File: src/rtl/adder32_slice.sv
// 3-bit registered ripple-add slice of the partitioned 32-bit adder.
// Ports: clk, rst_n, in_valid, pi{a,b,cin}; po{cout,sum}, out_valid, grp_g, grp_p.
module adder32_slice (
  input  logic       clk,
  input  logic       rst_n,
  input  logic       in_valid,
  input  logic [6:0] pi,
  output logic [3:0] po,
  output logic       out_valid,
  output logic       grp_g,
  output logic       grp_p
);

  logic [2:0] a;
  logic [2:0] b;
  logic [2:0] g;
  logic [2:0] p;
  logic [2:0] s;
  logic [3:0] c;
  logic       nxt_g;
  logic       nxt_p;

  assign a    = pi[6:4];
  assign b    = pi[3:1];
  assign c[0] = pi[0];

  for (genvar i = 0; i < 3; i++) begin : g_fa
    assign g[i]   = a[i] & b[i];
    assign p[i]   = a[i] ^ b[i];
    assign s[i]   = p[i] ^ c[i];
    assign c[i+1] = g[i] | (c[i] & p[i]);
  end

  // Lookahead view of the same bits, so cout == grp_g | grp_p & cin.
  assign nxt_g = g[2]
               | (p[2] & g[1])
               | (p[2] & p[1] & g[0]);
  assign nxt_p = &p;

  always_ff @(posedge clk or negedge rst_n) begin
    if (!rst_n) begin
      out_valid <= 1'b0;
    end else begin
      out_valid <= in_valid;
    end
  end

  // Result registers only load on a valid beat; otherwise they hold.
  always_ff @(posedge clk or negedge rst_n) begin
    if (!rst_n) begin
      po    <= 4'b0000;
      grp_g <= 1'b0;
      grp_p <= 1'b0;
    end else if (in_valid) begin
      po    <= {c[3], s};
      grp_g <= nxt_g;
      grp_p <= nxt_p;
    end
  end

endmodule

File: config.mk
export PLATFORM = sky130hd
export DESIGN_NAME = adder32_slice
export DESIGN_NICKNAME = d
export VERILOG_FILES = /design/src/rtl/adder32_slice.sv
export SDC_FILE = /design/constraint.sdc
export NUM_CORES = 1
export LEC_CHECK = 0
export BUFFER_PORTS_ARGS = -buffer_cell sky130_fd_sc_hd__buf_2
export CELL_PAD_IN_SITES_DETAIL_PLACEMENT = 0
export CELL_PAD_IN_SITES_GLOBAL_PLACEMENT = 1
export CORE_MARGIN = 3
export CORE_UTILIZATION = 29
export CTS_CLUSTER_DIAMETER = 30
export DETAILED_ROUTE_END_ITERATION = 12
export HOLD_SLACK_MARGIN = 0.05
export PLACE_DENSITY_LB_ADDON = 0.1
export SLEW_MARGIN = 20
export SYNTH_ARGS = -nofsm -noshare
export SYNTH_HDL_FRONTEND = slang
export SYNTH_SLANG_ARGS = --single-unit
export TNS_END_PERCENT = 5
File: constraint.sdc
create_clock -name clk -period 1 [get_ports clk]
set_clock_uncertainty 0.2 [all_clocks]
set_input_delay 0.1 -clock clk [delete_from_list [all_inputs] [get_ports clk]]
set_output_delay 0.1 -clock clk [all_outputs]
set_load 0.03 [all_outputs]
# Word-level counts from Yosys, hierarchy flattened
# Index checks and enable logic that the tools add are counted.
totals:
  ff_bits: 7
  inputBits: 10
  rom_bits: 0
  n_memories: 0
  elab_cells: 25
  out_inout_bits: 7
  latchBits: 0
  mem_bits_rw: 0
op_classes:
  n_lt_le_gt_ge: 0
  eq_ne: 0
  n_reduce_logical: 1
  n_addsub: 0
  bitwise: 20
  n_mux: 0
  div: 0
  shifts: 0
  n_mul: 0
op_table:
  columns: ["op", "count"]
  rows:
  - ["1-bit AND", 9]
  - ["1-bit bitwise XOR", 6]
  - ["1-bit bitwise OR", 5]
  - ["3-bit AND reduction", 1]

# Longest topological paths before layout
depth:
  word_depth: 7
  mapped_depth: 7
  ltp_nobuf: 7

# Least setup slack after synthesis
# Ideal clock, no wire load.
synth_timing:
  path_kind: "input-to-reg"
  startpoint: "input pi[0]"
  endpoint: "register po[2]"
  n_path_buf: 0
  t_required_ns: 0.677
  arrival_time_ns: 1.310
  slack_ns: -0.632
  cell_stages: 7
  setup_time_ns: 0.123
  path_cell_list: "inv_1 > fa_1 > inv_1 > fa_1 > inv_1 > fa_1 > mux2i_1"
synth_between:
  elab_chain_cells: 5
synth_rtl:
  columns: ["item", "line_no", "rtl"]
  rows:
  - ["start, declared", "7", "input logic [6:0] pi,"]
  - ["1-bit AND", "31", "assign c[i+1] = g[i] | (c[i] & p[i]);"]
  - ["1-bit bitwise OR", "31", null]
  - ["1-bit AND", "31", null]
  - ["1-bit bitwise OR", "31", null]
  - ["1-bit bitwise XOR", "30", "assign s[i] = p[i] ^ c[i];"]
  - ["end signal, assigned", "55", "po <= {c[3], s};"]
  - ["end, declared", "8", "output logic [3:0] po,"]
# No other way between the ends.
# A chain may end at the register's enable or synchronous reset.

# Worst setup path in the final report
layout_timing:
  startpoint: "input pi[1]"
  endpoint: "register po[2]"
layout_between:
  elab_chain_cells: 6
  word_cells_on_any_way: 7
  cone_classes: "7 x bitwise"
layout_rtl:
  columns: ["item", "line_no", "rtl"]
  rows:
  - ["1-bit bitwise XOR", "29", "assign p[i] = a[i] ^ b[i];"]
  - ["1-bit AND", "31", null]
  - ["1-bit bitwise OR *", "31", null]
  - ["1-bit AND *", "31", null]
  - ["1-bit bitwise OR *", "31", null]
  - ["1-bit bitwise XOR *", "30", null]
# Every way passes the cells marked *; elsewhere a longest branch is shown, timed or not.

==> flow_metrics.py <==
metrics = {
    "power_and_ir_drop": {
        "power_density_nw_per_um2": 1510,
        "peakVddDrop_mv": 0.751,
        "p_leak_nw": 0.346,
    },
    "clock_tree": {
        "cts_tree": "done",
        "cts_buffers": 3,
        "cts_hold_buffers": 1,
        "cts.clk_slew.worst_paths_ns": 0.05,
        "cts-htree-levels": 1,
        "cts-root-buf": "clkbuf_4",
        "clockBufferDepth": 2,
        "cts_setup_buffers": 0,
        "clk_latency_ns": 0.24,
        "clock_sinks": 7,
    },
    "yosys": {
        "synth.mux.area_fraction_pct": 13.6,
        "yosys.area_share.adder_pct": 24.1,
        "mappedNetlistArea_um2": 405,
        "synth_top_family_by_area": "adder cells",
        "yosysSeqAreaShare_pct": 43.2,
        "syn_avg_cell_area_um2": 11.6,
        "synthXorXnorAreaFrac_pct": 0,
        "yosys.area_share.simple_pct": 2.47,
        "synth-seq-cells": 7,
        "synth.net_count": 51,
        "synth-compound-area-share_pct": 3.70,
        "synthDistinctLibCells": 11,
        "syn_inst": 35,
        "yosysWarnings": 0,
    },
    "floorplanning": {
        "die_w_um": 43.4,
        "initial_core_util_pct": 33.8,
        "ioPinCount": 17,
        "dieArea_um2": 1880,
        "dieHeight_um": 43.4,
        "coreArea_um2": 1200,
        "std_cell_rows": 12,
    },
    "run_status": {
        "violations": "negative hold slack, negative setup slack",
        "status": "complete, but fails checks",
    },
    "sta": {
        "setup_ws_ns": -0.484,
        "worst_pin_slew_ns": 0.175,
        "fin_setup_tns_ns": -1.74,
        "finalCritPeriodShare_pct": 148,
        "setup_viol": 10,
        "finalMaxSlewViolations": 0,
        "rsz0062_at_grt": "true",
        "fmax_mhz": 674,
        "hold_viol": 4,
        "min_period_ns": 1.48,
        "holdWs_ns": -0.123,
        "relSlewSlack_pct": 88.3,
    },
    "global_route": {
        "grt_pass1_wl_um": 1400,
        "grt_usage_pct": 9.98,
        "grt_max_degree": 8,
        "grt.overflow.total": 0,
        "grt_pass1_vias": 350,
        "grt_antenna_before_repair": 0,
    },
    "worst_setup_path": {
        "endpoint_kind": "flip-flop",
        "cp_slowest_cell": "fa_1",
        "path_max_fanout": 2,
        "path_cells": "buf_8 -> inv_4 -> fa_2 -> inv_2 -> fa_2 -> inv_2 -> fa_1 -> mux2i_1",
        "cp-start-kind": "input port",
        "cp.arrival_ns": 1.41,
        "cpPeakStageDelay_ns": 0.48,
        "crit_required_ns": 0.92,
        "critPathKind": "in2reg",
    },
    "layout": {
        "nets": 77,
        "final_common_cell": "buf_6",
        "final_area_um2": 644,
        "final_cell_mix": "buf_6 (8), inv_1 (7), dfrtp_1 (7), buf_2 (7), buf_4 (5)",
        "syn2layout_area_growth_pct": 59.0,
        "n_fill_cell": 104,
        "drive_gt1_share_pct": 53.3,
        "register_area_um2": 175,
        "multi_input_area_um2": 186,
        "antenna-diode-count": 0,
    },
    "routing": {
        "drtIter0Drc": 1,
        "dr.pass1.iters": 4,
        "postRouteAntennaNets": 0,
        "vias": 322,
        "wl_um": 825,
        "drcViolationCount": 0,
        "routedWlPerCell_um": 11.1,
        "via_per_inst": 4.35,
    },
    "placed_design": {
        "hpwl_um": 743,
        "gp_congestion": 0.712,
        "post-place-ws_ns": -0.880,
        "place_area_um2": 542,
        "io_buffers": 16,
    },
    "flow_run": {
        "cap_violations": 0,
    },
    "hold_path": {
        "hold_class": "in2reg",
    },
}
==> worst max-delay path, delay by kind of cell <==
family | cells | cell delay, ns
buf+inv | 4 | 0.21
fa+ha+maj | 3 | 1.04
mux | 1 | 0.07
==> state kept, by name, indices dropped and copies added (netlist names) <==
register / flops
grp_g: 1
out_valid: 1
grp_p: 1
po: 4
==> area by class of cell <==
cell class | instances | share of cell area [%]
Multi-Input combinational cell | 16 | 28.9
Timing Repair Buffer | 22 | 29.1
Sequential cell | 7 | 27.2
Tap cell | 14 | 2.72
Inverter | 11 | 7.96
Clock buffer | 4 | 4.08
==> synthesized netlist by cell type <==
cell,count,area (µm²)
inv_1,11,41.3
o21ai_0,2,10.0
nand4_1,1,6.26
a21oi_1,1,5.00
nand2_1,1,3.75
buf_6,1,11.3
dfrtp_1,7,175
ha_1,3,37.5
mux2i_1,4,40.0
fa_1,3,60.1
mux2_4,1,15.0
==> through the flow <==
stage,total power (W),instances,utilization (%)
finish,0.000974,74,53.6
global route,0.00104,74,53.6
CTS,0.000983,74,53.3
global placement,0.000641,69,45.1
floorplan,0.000540,35,-
detailed placement,0.000656,69,45.1
==> kinds of logic after synthesis <==
kind of cell | count (synthesis)
simple gates | 2
compound gates | 3
flops | 7
mux | 5
fa+ha+maj | 6
buf+inv | 12
==> layer usage <==
| layer | track usage [%] | routed length, µm | vias to the layer above |
|---|---|---|---|
| li1 | - | - | 157 |
| met1 | 11.8 | 338 | 148 |
| met2 | 16.5 | 409 | 17 |
| met3 | 4.98 | 77 | 0 |
| met4 | 1.81 | 0 | 0 |
| met5 | 0 | 0 | - |
==> power by group <==
group	switching, W	internal (W)
Clock	0.000100	0.000152
Sequential	0.0000305	0.000328
Combinational	0.000187	0.000176
==> what timing repair did <==
action                                  4_1_cts  5_1_grt
endpoints found under the hold margin        12       11
resized for setup                            19        1
pin swaps                                     3        0
endpoints found under the setup margin       10       11
==> final timing paths <==
| check | slack [ns] | cells past startpoint | startpoint | to |
|---|---|---|---|---|
| max | -0.48 | 8 | pi[1] | po[2]$_DFFE_PN0P_ |
| min | -0.12 | 1 | in_valid | out_valid$_DFF_PN0_ |
| max reg2reg | 0.03 | 1 | po[1]$_DFFE_PN0P_ | po[1]$_DFFE_PN0P_ |
| min reg2reg | 0.34 | 2 | po[0]$_DFFE_PN0P_ | po[0]$_DFFE_PN0P_ |
| max in group asynchronous | 0.43 | 2 | rst_n | po[0]$_DFFE_PN0P_ |
| min in group asynchronous | 0.01 | 2 | rst_n | out_valid$_DFF_PN0_ |
No activity file was read; power rests on OpenSTA's default activity.
